[config.mk]
export PLATFORM = sky130hd
export DESIGN_NAME = serv_ibus_mem_if
export DESIGN_NICKNAME = d
export VERILOG_FILES = /design/src/rtl/serv_ibus_mem_if_pkg.sv /design/src/rtl/serv_ibus_mem_if.sv
export SDC_FILE = /design/constraint.sdc
export NUM_CORES = 1
export LEC_CHECK = 0
export BUFFER_PORTS_ARGS = -buffer_cell sky130_fd_sc_hd__buf_2
export CORE_MARGIN = 4
export CORE_UTILIZATION = 46
export CTS_CLUSTER_SIZE = 14
export DETAILED_ROUTE_END_ITERATION = 8
export PLACE_DENSITY = 0.77
export SLEW_MARGIN = 20
export SYNTH_ARGS = -nofsm -noshare
export SYNTH_HDL_FRONTEND = slang
export SYNTH_SLANG_ARGS = --single-unit
[constraint.sdc]
create_clock -name clk -period 4.7 [get_ports clk]
set_input_delay 0.705 -clock clk [delete_from_list [all_inputs] [get_ports clk]]
set_output_delay 0.705 -clock clk [all_outputs]
set_load 0.03 [all_outputs]
[src/rtl/serv_ibus_mem_if_pkg.sv]
// serv_ibus_mem_if_pkg: shared types and constants for the
// instruction-fetch bridge between the core ibus and a split memory port.
package serv_ibus_mem_if_pkg;

    // Width of the saturating WAIT-state timeout counter
    localparam int CNT_W = 8;

    // Word handed to the core when a fetch times out (decodes as illegal)
    localparam logic [31:0] ERR_INSTR_DEFAULT = 32'h0000_0000;

    typedef enum logic [2:0] {
        IDLE,
        REQ,
        WAIT,
        ACK,
        DRAIN_ACK,
        DRAIN
    } state_t;

    // Increment that sticks at all-ones instead of wrapping
    function automatic logic [CNT_W-1:0] sat_inc(
        input logic [CNT_W-1:0] v
    );
        return (&v) ? v : v + 1'b1;
    endfunction

endpackage

[src/rtl/serv_ibus_mem_if.sv]
// serv_ibus_mem_if: turns each core fetch cycle into one req/gnt +
// rvalid transaction, with abort, timeout and late-response draining.
module serv_ibus_mem_if
    import serv_ibus_mem_if_pkg::*;
#(
    parameter int          AW        = 32,
    parameter int          TIMEOUT   = 15,
    parameter logic [31:0] ERR_INSTR = ERR_INSTR_DEFAULT
) (
    input  logic          clk,
    input  logic          i_rst,
    input  logic          i_ibus_cyc,
    input  logic [AW-1:0] i_ibus_adr,
    output logic [31:0]   o_ibus_rdt,
    output logic          o_ibus_ack,
    output logic          o_mem_req,
    output logic [AW-1:0] o_mem_addr,
    input  logic          i_mem_gnt,
    input  logic          i_mem_rvalid,
    input  logic [31:0]   i_mem_rdata,
    output logic          o_err_timeout
);

    // Counter value seen on the final WAIT cycle before a timeout
    localparam logic [CNT_W-1:0] CNT_LAST = CNT_W'(TIMEOUT - 1);

    state_t            state_q;
    state_t            state_d;
    logic [CNT_W-1:0]  cnt_q;
    logic [CNT_W-1:0]  cnt_d;
    logic              req_d;
    logic              ack_d;
    logic              err_d;
    logic [31:0]       rdt_d;
    logic [AW-1:0]     addr_d;
    logic [AW-1:0]     adr_aligned;
    logic              timeout;
    logic              unused_adr_lsb;

    assign adr_aligned    = {i_ibus_adr[AW-1:2], 2'b00};
    assign timeout        = (cnt_q == CNT_LAST);
    assign unused_adr_lsb = ^i_ibus_adr[1:0];

    // Next-state and next-output logic; all outputs are registered
    always_comb begin
        state_d = state_q;
        cnt_d   = cnt_q;
        req_d   = 1'b0;
        ack_d   = 1'b0;
        err_d   = 1'b0;
        rdt_d   = o_ibus_rdt;
        addr_d  = o_mem_addr;
        unique case (state_q)
            IDLE: begin
                if (i_ibus_cyc) begin
                    addr_d  = adr_aligned;
                    req_d   = 1'b1;
                    state_d = REQ;
                end
            end
            REQ: begin
                if (i_mem_gnt) begin
                    cnt_d   = '0;
                    state_d = i_ibus_cyc ? WAIT : DRAIN;
                end else if (!i_ibus_cyc) begin
                    state_d = IDLE;
                end else begin
                    req_d = 1'b1;
                end
            end
            WAIT: begin
                cnt_d = sat_inc(cnt_q);
                if (i_mem_rvalid) begin
                    // Data arriving as the core aborts is simply
                    // consumed; nothing is owed any more.
                    if (i_ibus_cyc) begin
                        rdt_d   = i_mem_rdata;
                        ack_d   = 1'b1;
                        state_d = ACK;
                    end else begin
                        state_d = IDLE;
                    end
                end else if (!i_ibus_cyc) begin
                    state_d = DRAIN;
                end else if (timeout) begin
                    rdt_d   = ERR_INSTR;
                    ack_d   = 1'b1;
                    err_d   = 1'b1;
                    state_d = DRAIN_ACK;
                end
            end
            ACK: begin
                state_d = IDLE;
            end
            DRAIN_ACK: begin
                state_d = DRAIN;
            end
            DRAIN: begin
                if (i_mem_rvalid) begin
                    state_d = IDLE;
                end
            end
            default: begin
                state_d = IDLE;
            end
        endcase
    end

    // State, counter and output registers
    always_ff @(posedge clk or posedge i_rst) begin
        if (i_rst) begin
            state_q       <= IDLE;
            cnt_q         <= '0;
            o_mem_req     <= 1'b0;
            o_ibus_ack    <= 1'b0;
            o_err_timeout <= 1'b0;
            o_ibus_rdt    <= '0;
            o_mem_addr    <= '0;
        end else begin
            state_q       <= state_d;
            cnt_q         <= cnt_d;
            o_mem_req     <= req_d;
            o_ibus_ack    <= ack_d;
            o_err_timeout <= err_d;
            o_ibus_rdt    <= rdt_d;
            o_mem_addr    <= addr_d;
        end
    end

endmodule
==> metrics.txt <==
outcome complete, no violations; Mean Syn Cell Area 11.3 µm²; Layout Cells excl Fill 522; I/O pin count 136; Setup TNS 0 ps; Mapped Area 3350 µm²; Post-Synthesis Cells 297; RePlAce Congestion 0.806; logic gate share of total power 0.431; hold_buf cts 0; max frequency 414 MHz; NetSw 1.22 mW; Worst Path Max Fanout 42; grt ovf 0; endpoints failing setup 0; Total GRT Usage 0.176; share of cells above drive strength 1 0.441; relative slew slack 0.455; Hold Violations, Final 0; clk root buf clkbuf_8; Worst-Margin Slew 816 ps; register area share after synthesis 0.568; crit path DAT 2640 ps; Residual DRC 0; Ant. Diodes 0; post-CTS setup buffers 0; Max-Cap Viols 0; area grow syn2layout 26.9%; nets@finish 494; Die Span Y 93.3 µm; Pwr per Cell Area 673 nW/µm²; Async S/R FF share, synth 1.00; Clk network pwr share 0.197; CTS H-tree lvls 3; placed insts 506; final antenna-violating net count 0; top cell type's share of synthesized area 0.568; Synth Register Bits 76; hold_ws 480 ps; unrepaired setup endpoints after global routing no; area of the multi-input gates 1170 µm²; DR WL/cell 14.3 µm; core area 6940 µm²; Filler cells 583; Tot Pwr 2.86 mW; Seq pwr share 0.372; CTS tree built; Util after Layout 0.612; ys flop type dfrtp_1; first-pass GRT wire length 12200 µm; Post-synth EDFFs 0; final WL 7460 µm; antenna violations before repair 0; Switching Fraction 0.428; Final Max Tran Viols 0; vias per inst 5.10; I/O Buffers 131; dominant cells by area after synthesis dfrtp_1, mux2_2, nand4_1; full die area 8710 µm²; P_int 1.64 mW; biggest area consumer among synthesized cells dfrtp_1; DR vias 2660; Ys Warns 0; Final Critical Period 2420 ps; Starting Density 0.482; Longest Clk Path Bufs 2; hpwl dp 5250 µm; Max IR drop VDD 0.266 mV; Worst-path clk slew 90 ps; Req. time, crit path 4920 ps; vias in the first global route 2592; Final Cycle Share 0.514; Initial DRC Count 147; CP Launch Type register; row count 30; Unique masters post-synth 46; Setup crit end kind register; CTS buffer count 9; Worst Hold Class primary input to async pin; Setup Skew 18.2 ps; Static Leak 2.12 nW; FF/Latch Area 1900 µm²; CTS sink count 76; Die W 93.3 µm; pin count of the biggest net entering global routing 50; Clock Latency Late Sink 340 ps; kind of critical path register to register; post-CTS sizing 0; Pre-antenna DRT Iters 4
[area by class of cell]
type | count | area share
clock inverters | 7 | 0.0247
clock buffers | 9 | 0.0292
well taps | 96 | 0.0283
multi-input cells | 161 | 0.275
flip-flops and latches | 76 | 0.448
repair buffers | 135 | 0.161
inverters | 38 | 0.0339
[per-layer routing]
metal / up-vias / global-route usage / wire, µm
met2: 113 / 0.271 / 3330
met5: - / 0 / 0
li1: 1293 / - / -
met1: 1244 / 0.239 / 3370
met3: 10 / 0.0467 / 665
met4: 0 / 0.0623 / 90
[placed cells by master, fill, tap and decap left out, types with 2 or more instances in the layout]
| cell type | netlist | final |
|---|---|---|
| a211o_1 | 3 | 3 |
| a21o_1 | 2 | 2 |
| a21oi_1 | 4 | 4 |
| and3_1 | 2 | 2 |
| buf_2 | 3 | 131 |
| buf_4 | 10 | 4 |
| bufinv_16 | 0 | 2 |
| clkbuf_8 | 0 | 9 |
| conb_1 | 1 | 2 |
| dfrtp_1 | 76 | 76 |
| ha_1 | 4 | 4 |
| inv_1 | 38 | 37 |
| inv_6 | 0 | 3 |
| mux2_1 | 3 | 3 |
| mux2_2 | 27 | 27 |
| nand2_1 | 5 | 5 |
| nand3_1 | 4 | 4 |
| nand4_1 | 34 | 34 |
| nor2_1 | 4 | 3 |
| nor3_1 | 3 | 3 |
| nor3b_1 | 2 | 2 |
| nor4_1 | 2 | 2 |
| o211ai_1 | 2 | 2 |
| o21ai_0 | 25 | 25 |
| o21ai_1 | 11 | 11 |
[state kept, by name (all words and copies together) (netlist names)]
name and cells:
cnt_q 8, o_err_timeout 1, state_q 3, o_mem_addr 30, o_ibus_rdt 32, o_ibus_ack 1
o_mem_req 1
[synth_stat cells, types with 3 or more instances]
library cell,count
o21ai_1,11
nand2_1,5
ha_1,4
nor2_1,4
o21ai_0,25
mux2_1,3
inv_1,38
clkbuf_1,8
a21oi_1,4
nand4_1,34
buf_2,3
mux2_2,27
buf_4,10
a211o_1,3
dfrtp_1,76
nor3_1,3
nand3_1,4
[worst max-delay path: stages (launching register included)]
cell and delay (ps):
dfrtp_1 520, nor3b_4 230, buf_4 410, nand2_1 140, a21oi_2 540, buf_4 340, o21ai_0 110
[kinds of logic (layout without fill, tap and decap cells)]
| group | Yosys count | after routing | synth area share |
|---|---|---|---|
| AO/OA/AOI/OAI | 58 | 58 | 0.104 |
| adder cells (fa/ha/maj) | 4 | 4 | 0.0149 |
| buffers and inverters | 61 | 189 | 0.0852 |
| flip-flops | 76 | 76 | 0.568 |
| multiplexers | 30 | 30 | 0.101 |
| other | 1 | 2 | 0.00112 |
| AND/OR/NAND/NOR | 67 | 67 | 0.126 |
[final timing paths]
check,depth (start not counted),to,from,slack (ps)
max in group asynchronous,3,cnt_q[1]$_DFFE_PP0P_,i_rst,3340
worst min register to register,1,o_mem_addr[2]$_DFFE_PP0P_,o_mem_addr[2]$_DFFE_PP0P_,490
worst min-delay path,2,o_mem_addr[18]$_DFFE_PP0P_,i_rst,480
worst max register to register,6,o_ibus_rdt[14]$_DFFE_PP0P_,state_q[0]$_DFFE_PP0P_,2280
min in group clk,1,o_mem_addr[2]$_DFFE_PP0P_,o_mem_addr[2]$_DFFE_PP0P_,490
worst max-delay path,6,o_ibus_rdt[14]$_DFFE_PP0P_,state_q[0]$_DFFE_PP0P_,2280
[power by group through the flow]
| stage | Clock, mW | Sequential [mW] | Combinational (mW) |
|---|---|---|---|
| final | 0.563 | 1.06 | 1.23 |
| after global routing | 0.606 | 1.11 | 1.32 |
| after CTS | 0.579 | 1.07 | 1.25 |
| after detailed placement | 0 | 1.07 | 1.25 |
| after global placement | 0 | 1.07 | 1.22 |
| after floorplan | 0 | 1.56 | 0.402 |
[stage by stage]
stage               setup slack, ps  instance area, µm²
floorplan                      2060                3350
global placement               2170                4020
detailed placement             2120                4020
CTS                            2290                4250
global route                   2080                4250
finish                         2280                4250
(Power assumes the default switching activity.)
